## config.mk

```make
export PLATFORM = sky130hd
export DESIGN_NAME = imm_extend_stage
export DESIGN_NICKNAME = d
export VERILOG_FILES = /design/src/rtl/imm_extend_stage_pkg.sv /design/src/rtl/imm_extend_stage_decode.sv /design/src/rtl/imm_extend_stage.sv
export SDC_FILE = /design/constraint.sdc
export NUM_CORES = 1
export LEC_CHECK = 0
export ABC_CLOCK_PERIOD_IN_PS = 6700
export BUFFER_PORTS_ARGS = -buffer_cell sky130_fd_sc_hd__clkbuf_2
export CAP_MARGIN = 40
export CORE_MARGIN = 2
export CORE_UTILIZATION = 30
export CTS_BUF_LIST = sky130_fd_sc_hd__clkbuf_16
export CTS_CLUSTER_DIAMETER = 150
export DETAILED_ROUTE_END_ITERATION = 8
export HOLD_SLACK_MARGIN = 0.08
export SYNTH_ARGS = -nofsm -noshare
export SYNTH_HDL_FRONTEND = slang
export SYNTH_SLANG_ARGS = --single-unit
```

## constraint.sdc

```tcl
create_clock -name Clk -period 6.7 [get_ports Clk]
set_input_delay 0.335 -clock Clk [delete_from_list [all_inputs] [get_ports Clk]]
set_output_delay 0.335 -clock Clk [all_outputs]
set_load 0.05 [all_outputs]
```

## src/rtl/imm_extend_stage_pkg.sv

```systemverilog
// Shared constants for the LEGv8 immediate-extend stage: widths, format codes
// and the opcode fields used to classify an instruction.
package imm_extend_stage_pkg;

  localparam int INSTR_LEN = 32;
  localparam int WORD      = 64;

  typedef enum logic [2:0] {
    FMT_R   = 3'd0,
    FMT_D   = 3'd1,
    FMT_I   = 3'd2,
    FMT_IW  = 3'd3,
    FMT_CB  = 3'd4,
    FMT_B   = 3'd5,
    FMT_UNK = 3'd7
  } imm_fmt_e;

  // Opcode fields, each compared against the top bits of the instruction.
  localparam logic [5:0]  OP_B    = 6'h05;
  localparam logic [7:0]  OP_CBZ  = 8'hB4;
  localparam logic [7:0]  OP_CBNZ = 8'hB5;
  localparam logic [8:0]  OP_MOVZ = 9'h1A5;
  localparam logic [9:0]  OP_ADDI = 10'h244;
  localparam logic [9:0]  OP_SUBI = 10'h344;
  localparam logic [10:0] OP_LDUR = 11'h7C2;
  localparam logic [10:0] OP_STUR = 11'h7C0;
  localparam logic [10:0] OP_ADD  = 11'h458;
  localparam logic [10:0] OP_SUB  = 11'h658;
  localparam logic [10:0] OP_AND  = 11'h450;
  localparam logic [10:0] OP_ORR  = 11'h550;

endpackage

```

## src/rtl/imm_extend_stage_decode.sv

```systemverilog
// Combinational instruction classifier and immediate extractor.
// IMM_BR_SCALE_EN: when defined, B and CB immediates become byte offsets (<< 2).
module imm_decode
  import imm_extend_stage_pkg::*;
#(
  parameter int WORD_W  = WORD,
  parameter int INSTR_W = INSTR_LEN
) (
  input  logic [INSTR_W-1:0] instruction,
  output logic [WORD_W-1:0]  imm,
  output imm_fmt_e           fmt
);

`ifdef IMM_BR_SCALE_EN
  localparam int BR_SHIFT = 2;
`else
  localparam int BR_SHIFT = 0;
`endif

  logic [10:0] op11;
  assign op11 = instruction[31:21];

  always_comb begin
    // NOTE: every output gets a default first so no path leaves it unassigned (no latch).
    imm = '0;
    fmt = FMT_UNK;
    if (instruction[31:26] == OP_B) begin
      fmt = FMT_B;
      imm = {{(WORD_W-26){instruction[25]}}, instruction[25:0]} << BR_SHIFT;
    end else if (instruction[31:24] == OP_CBZ || instruction[31:24] == OP_CBNZ) begin
      fmt = FMT_CB;
      imm = {{(WORD_W-19){instruction[23]}}, instruction[23:5]} << BR_SHIFT;
    end else if (instruction[31:23] == OP_MOVZ) begin
      fmt = FMT_IW;
      imm = {{(WORD_W-16){1'b0}}, instruction[20:5]} << {instruction[22:21], 4'b0000};
    end else if (instruction[31:22] == OP_ADDI || instruction[31:22] == OP_SUBI) begin
      fmt = FMT_I;
      imm = {{(WORD_W-12){1'b0}}, instruction[21:10]};
    end else if (op11 == OP_LDUR || op11 == OP_STUR) begin
      fmt = FMT_D;
      imm = {{(WORD_W-9){instruction[20]}}, instruction[20:12]};
    end else if (op11 == OP_ADD || op11 == OP_SUB || op11 == OP_AND || op11 == OP_ORR) begin
      fmt = FMT_R;
    end
  end

endmodule

```

## src/rtl/imm_extend_stage.sv

```systemverilog
// Decode-stage immediate generator with a DEPTH-entry output FIFO and
// valid/ready handshakes. Branch scaling is selected by IMM_BR_SCALE_EN.
module imm_extend_stage
  import imm_extend_stage_pkg::*;
#(
  parameter int WORD_W  = WORD,
  parameter int INSTR_W = INSTR_LEN,
  parameter int DEPTH   = 2
) (
  input  logic                       Clk,
  input  logic                       Reset,
  input  logic                       Flush,
  input  logic                       In_Valid,
  output logic                       In_Ready,
  input  logic [INSTR_W-1:0]         Instruction,
  output logic                       Out_Valid,
  input  logic                       Out_Ready,
  output logic [WORD_W-1:0]          Sign_Extended,
  output logic [2:0]                 Imm_Fmt,
  output logic [INSTR_W-1:0]         Instr_Out,
  output logic [$clog2(DEPTH):0]     Count
);

  localparam int PTR_W = $clog2(DEPTH);
  localparam int CNT_W = PTR_W + 1;

  logic [WORD_W-1:0]  imm_mem   [DEPTH];
  logic [2:0]         fmt_mem   [DEPTH];
  logic [INSTR_W-1:0] instr_mem [DEPTH];

  logic [PTR_W-1:0] wr_ptr, rd_ptr;
  logic [CNT_W-1:0] cnt;

  logic [WORD_W-1:0] dec_imm;
  imm_fmt_e          dec_fmt;
  logic              do_write, do_read;

  imm_decode #(
    .WORD_W  (WORD_W),
    .INSTR_W (INSTR_W)
  ) u_decode (
    .instruction (Instruction),
    .imm         (dec_imm),
    .fmt         (dec_fmt)
  );

  // Handshake flags depend only on registered occupancy, never on Out_Ready.
  assign In_Ready  = (cnt != CNT_W'(DEPTH));
  assign Out_Valid = (cnt != '0);
  assign do_write  = In_Valid && In_Ready && !Flush;
  assign do_read   = Out_Valid && Out_Ready && !Flush;

  always_ff @(posedge Clk or posedge Reset) begin
    if (Reset) begin
      wr_ptr <= '0;
      rd_ptr <= '0;
      cnt    <= '0;
      // NOTE: storage is reset only so simulation shows no X; correctness relies on cnt alone.
      for (int i = 0; i < DEPTH; i++) begin
        imm_mem[i]   <= '0;
        fmt_mem[i]   <= '0;
        instr_mem[i] <= '0;
      end
    end else if (Flush) begin
      wr_ptr <= '0;
      rd_ptr <= '0;
      cnt    <= '0;
    end else begin
      // NOTE: non-blocking assignments so every register samples pre-edge values.
      if (do_write) begin
        imm_mem[wr_ptr]   <= dec_imm;
        fmt_mem[wr_ptr]   <= dec_fmt;
        instr_mem[wr_ptr] <= Instruction;
        wr_ptr            <= wr_ptr + PTR_W'(1);
      end
      if (do_read) begin
        rd_ptr <= rd_ptr + PTR_W'(1);
      end
      case ({do_write, do_read})
        2'b10:   cnt <= cnt + CNT_W'(1);
        2'b01:   cnt <= cnt - CNT_W'(1);
        default: cnt <= cnt;
      endcase
    end
  end

  assign Sign_Extended = imm_mem[rd_ptr];
  assign Imm_Fmt       = fmt_mem[rd_ptr];
  assign Instr_Out     = instr_mem[rd_ptr];
  assign Count         = cnt;

endmodule
```

==> reports/results.env <==
ROUTABILITYCONGESTION=0.7866
SLEW_HEADROOM_PCT=44.31
DP_HPWL_UM=18460
POST_SYNTH_INSTANCE_AREA_MM2=0.009605
GRTUSAGETOTAL_PCT=17.41
SYNTH_TOP_CELL_BY_AREA='sky130_fd_sc_hd__dfrtp_1'
CTSHTREEMAXLEVEL=1
STARTPOINT_OF_THE_TIGHTEST_HOLD_CHECK_PATH='Instruction[3]'
CTS_INSERTED_BUFFERS=25
CRITICALPATHCATEGORY='reg2out'
PLACEDINSTANCEAREA_MM2=0.01065
FINALSETUPVIOLCOUNT=0
SYNTH_CELLS=1010
GRT_START_MAX_NET_PINS=122
YS_TOP_CELLS_BY_AREA='sky130_fd_sc_hd__dfrtp_1 (53%), sky130_fd_sc_hd__mux2_2 (13%), sky130_fd_sc_hd__nand2_1 (8.9%)'
ASYNC_FLOP_SHARE_PCT=100.0
SYNTHESIZED_NET_COUNT=1047
INTERNAL-POWER_uW=2565
POSTSYNTHREGISTERBITS=202
CLOCK-SINKS=202
CRITICAL_PATH_ARRIVAL_PS=2710
GRT_PASS1_WL_UM=45350
POSTCTSRESIZEDCELLS=0
CLOCK_POWER_SHARE_PCT=30.4
GRT_PASS1_VIAS=7522
P_SW_SHARE_PCT=37.26
CTS.PATH.MAX_BUFFERS=3
CRITICAL-PATH-SLOWEST-CELL='sky130_fd_sc_hd__dfrtp_4'
MAXCAPVIOLATIONS=0
SLEW_VIOLATIONS=0
PLACEMENT.IO_BUFFERS=139
WORSTSETUPENDPOINTTYPE='output port'
FINALHOLDVIOLATIONS=0
AREA_DELTA_SYNTH_FINAL_PCT=19.34
INSERTION_DELAY_PS=530
DRC=0
PLACEMENTROWS=65
POST_SYNTH_FA_HA_MAJ_AREA_FRACTION_PCT=0
POST_SYNTH_AND_OR_NAND_NOR_AREA_FRACTION_PCT=15.96
ANT_NETS=0
CRIT_FANOUT=51
CORE_AREA_MM2=0.03156
WORSTPATHREQUIRED_PS=6360
INITIAL_ANTENNA_VIOLATION_COUNT=0
FINAL_WORST_PATH_PERIOD_NEED_PS=3046
DESIGN.DIE.AREA_MM2=0.03347
CELLLEAKAGEPOWER_uW=0.005326
OUTCOME='finished clean'
SYN-MEAN-INSTANCE-AREA_UM2=9.510
SEQ_AREA_FRAC_SYNTH_PCT=52.62
POWERDENSITY_mW_PER_MM2=356.6
WORSTSETUPSTARTPOINT='rd_ptr$_DFFE_PP0P_'
TIMING.HOLD.WORST.CLASS='in2reg'
SWITCHING_POWER_SUMMED_OVER_ALL_NETS_uW=1523
ROOT_BUFFER='sky130_fd_sc_hd__clkbuf_16'
CTS.REPORTEDPATHS.CLKPINSLEW_PS=60
ANTENNA-DIODE-COUNT=0
ROUTED_WIRELENGTH_UM=29030
BOUNDARY_PINS=140
NETLIST.AREA_LEADER.SHARE_PCT=52.62
YOSYS-MUX-AREA-FRACTION_PCT=12.54
POST_SYNTH_NUM_CELL_TYPES=50
WORST_PIN_SLEW_PS=835.3
MAIN_COMBINATIONAL_CELL_FAMILY_BY_AREA_AFTER_SYNTHESIS='simple AND/OR/NAND/NOR gates'
VDD_IR_DROP_MAX_mV=0.1786
SETUP.WORST_PATH.START_CLASS='flip-flop'
POST-SYNTH-TOP-COUNT-CELL='sky130_fd_sc_hd__nand2_1'
START_UTIL_PCT=30.44
VIAS=7693
DETAILEDROUTE.FIRSTPASSITERATIONCOUNT=7
CP_SLOWEST_STAGE_DELAY_PS=770
DESIGN.FINAL.NETS=1142
POST_DRT_WL_PER_CELL_UM=19.05
UNREPAIRED_SETUP_ENDPOINTS_AFTER_GLOBAL_ROUTING='no'
COMB_POWER_SHARE_PCT=29.4
LAYOUT_WORST_PATH_CYCLE_SHARE_PCT=45.46
NUMBER_OF_SYNTHESIZED_FLOPS_WITH_AN_ENABLE_PIN=0
ROUTE.DETAILED.VIAS_PER_INST=5.048
CRITICAL_PATH.CELL_CHAIN='buf_4 > buf_16 > mux2_2 > clkbuf_2'
SYNTH-COMPOUND-AREA-SHARE_PCT=14.76
SYNTH_TOP_FLOP_CELL='sky130_fd_sc_hd__dfrtp_1'
YS_TOP_CELLS_BY_COUNT='sky130_fd_sc_hd__nand2_1 (229), sky130_fd_sc_hd__dfrtp_1 (202), sky130_fd_sc_hd__a21oi_1 (142), sky130_fd_sc_hd__mux2_2 (107), sky130_fd_sc_hd__nor2_1 (96)'
SYNTH_XOR_XNOR_AREA_SHARE_PCT=0.1824
FINALSETUPTNS_PS=0
GRT.OVERFLOW.TOTAL=0
FMAX_GHz=0.3283
FINAL_LAYOUT_SIZE_SUFFIX_GT1_SHARE_PCT=27.36
YOSYSWARNINGCOUNT=0
CTS_TREE='done'
R2R_SLACK_PS=3990
DR.FIRST_ITER.DRC_COUNT=483
POWER.SEQUENTIAL.FRACTION_PCT=40.2
DIE_HEIGHT_UM=182.9
FINCLKSKEW_PS=16.11
POST-ROUTE-CELL-AREA_MM2=0.01146
REG2REG_FROM='Count[0]$_DFFE_PP0P_'
FP.DIEW_UM=182.9
metrics by stage:
stage	cells	worst slack, ps	power [uW]	hold slack [ps]	utilization [%]
after floorplan	1010	854.3	2585	401.4	-
after global placement	1470	3938	2840	451.5	33.47
after detailed placement	1474	3904	2870	457.6	33.76
after CTS	1524	3645	4138	82.53	36.33
after global routing	1524	3554	4308	94.25	36.33
final	1524	3654	4088	99.08	36.33
kinds of logic (layout without fill, tap and decap cells):
group,count (synthesis),after routing
mux,107,107
simple gates,363,363
buf+inv,93,205
compound gates,243,243
xor+xnor,2,2
flops,202,202
timing repair:
item	4_1_cts	5_1_grt
hold endpoints to repair	130	0
hold buffers	6	0
setup buffers	0	0
placed cells by master, fill, tap and decap left out, types with 7 or more instances in the layout:
master / n
sky130_fd_sc_hd__mux2_2: 107
sky130_fd_sc_hd__inv_1: 7
sky130_fd_sc_hd__nor2_1: 96
sky130_fd_sc_hd__clkbuf_16: 25
sky130_fd_sc_hd__a221oi_1: 12
sky130_fd_sc_hd__o21ai_0: 29
sky130_fd_sc_hd__a21oi_1: 142
sky130_fd_sc_hd__dfrtp_1: 201
sky130_fd_sc_hd__nand2_1: 229
sky130_fd_sc_hd__o22ai_1: 20
sky130_fd_sc_hd__buf_4: 9
sky130_fd_sc_hd__clkbuf_2: 139
sky130_fd_sc_hd__o31ai_1: 8
metal layers:
| layer | up-vias | GRT usage (%) | share of wire (%) |
|---|---|---|---|
| met2 | 231 | 26.74 | 45 |
| met4 | 0 | 4.448 | 2.1 |
| met3 | 40 | 2.423 | 4.6 |
| met1 | 3745 | 25.80 | 49 |
| li1 | 3677 | - | - |
| met5 | - | 0 | 0 |
worst paths after layout:
| kind | depth (start not counted) | end |
|---|---|---|
| worst max-delay path | 4 | Sign_Extended[19] |
| worst min-delay path | 3 | instr_mem[3]$_DFFE_PP0P_ |
| worst max register to register | 5 | imm_mem[12]$_DFFE_PP0P_ |
| worst min register to register | 2 | instr_mem[20]$_DFFE_PP0P_ |
| max in group asynchronous | 6 | instr_mem[31]$_DFFE_PP0P_ |
| min in group asynchronous | 4 | imm_mem[33]$_DFFE_PP0P_ |
power groups by stage:
stage          combinational [uW]  sequential, uW  clock (uW)
3_5_place_dp                 1210            1660           0
3_3_place_gp                 1180            1660           0
2_1_floorplan                 980            1610           0
4_1_cts                      1220            1640        1280
6_report                     1200            1640        1240
5_1_grt                      1300            1680        1330
cell type report:
class / instances / area [um^2]
Clock buffer: 25 / 625.6
Inverter: 3 / 18.77
Clock inverter: 19 / 123.9
Multi-Input combinational cell: 715 / 4217
Sequential cell: 202 / 5059
Tap cell: 402 / 503.0
Timing Repair Buffer: 158 / 917.1
Fill cell: 3189 / 20090
registers in the layout, indices dropped and copies added, names as in the netlist:
register	count
imm_mem	128
instr_mem	64
fmt_mem	6
Count	2
rd_ptr	1
wr_ptr	1
critical path: cells and delay by family, from the launching register on:
family / cells / cell delay [ps]
multiplexers: 1 / 420
flip-flops: 1 / 770
buffers and inverters: 3 / 890
Power figures use the tool's default switching activity.
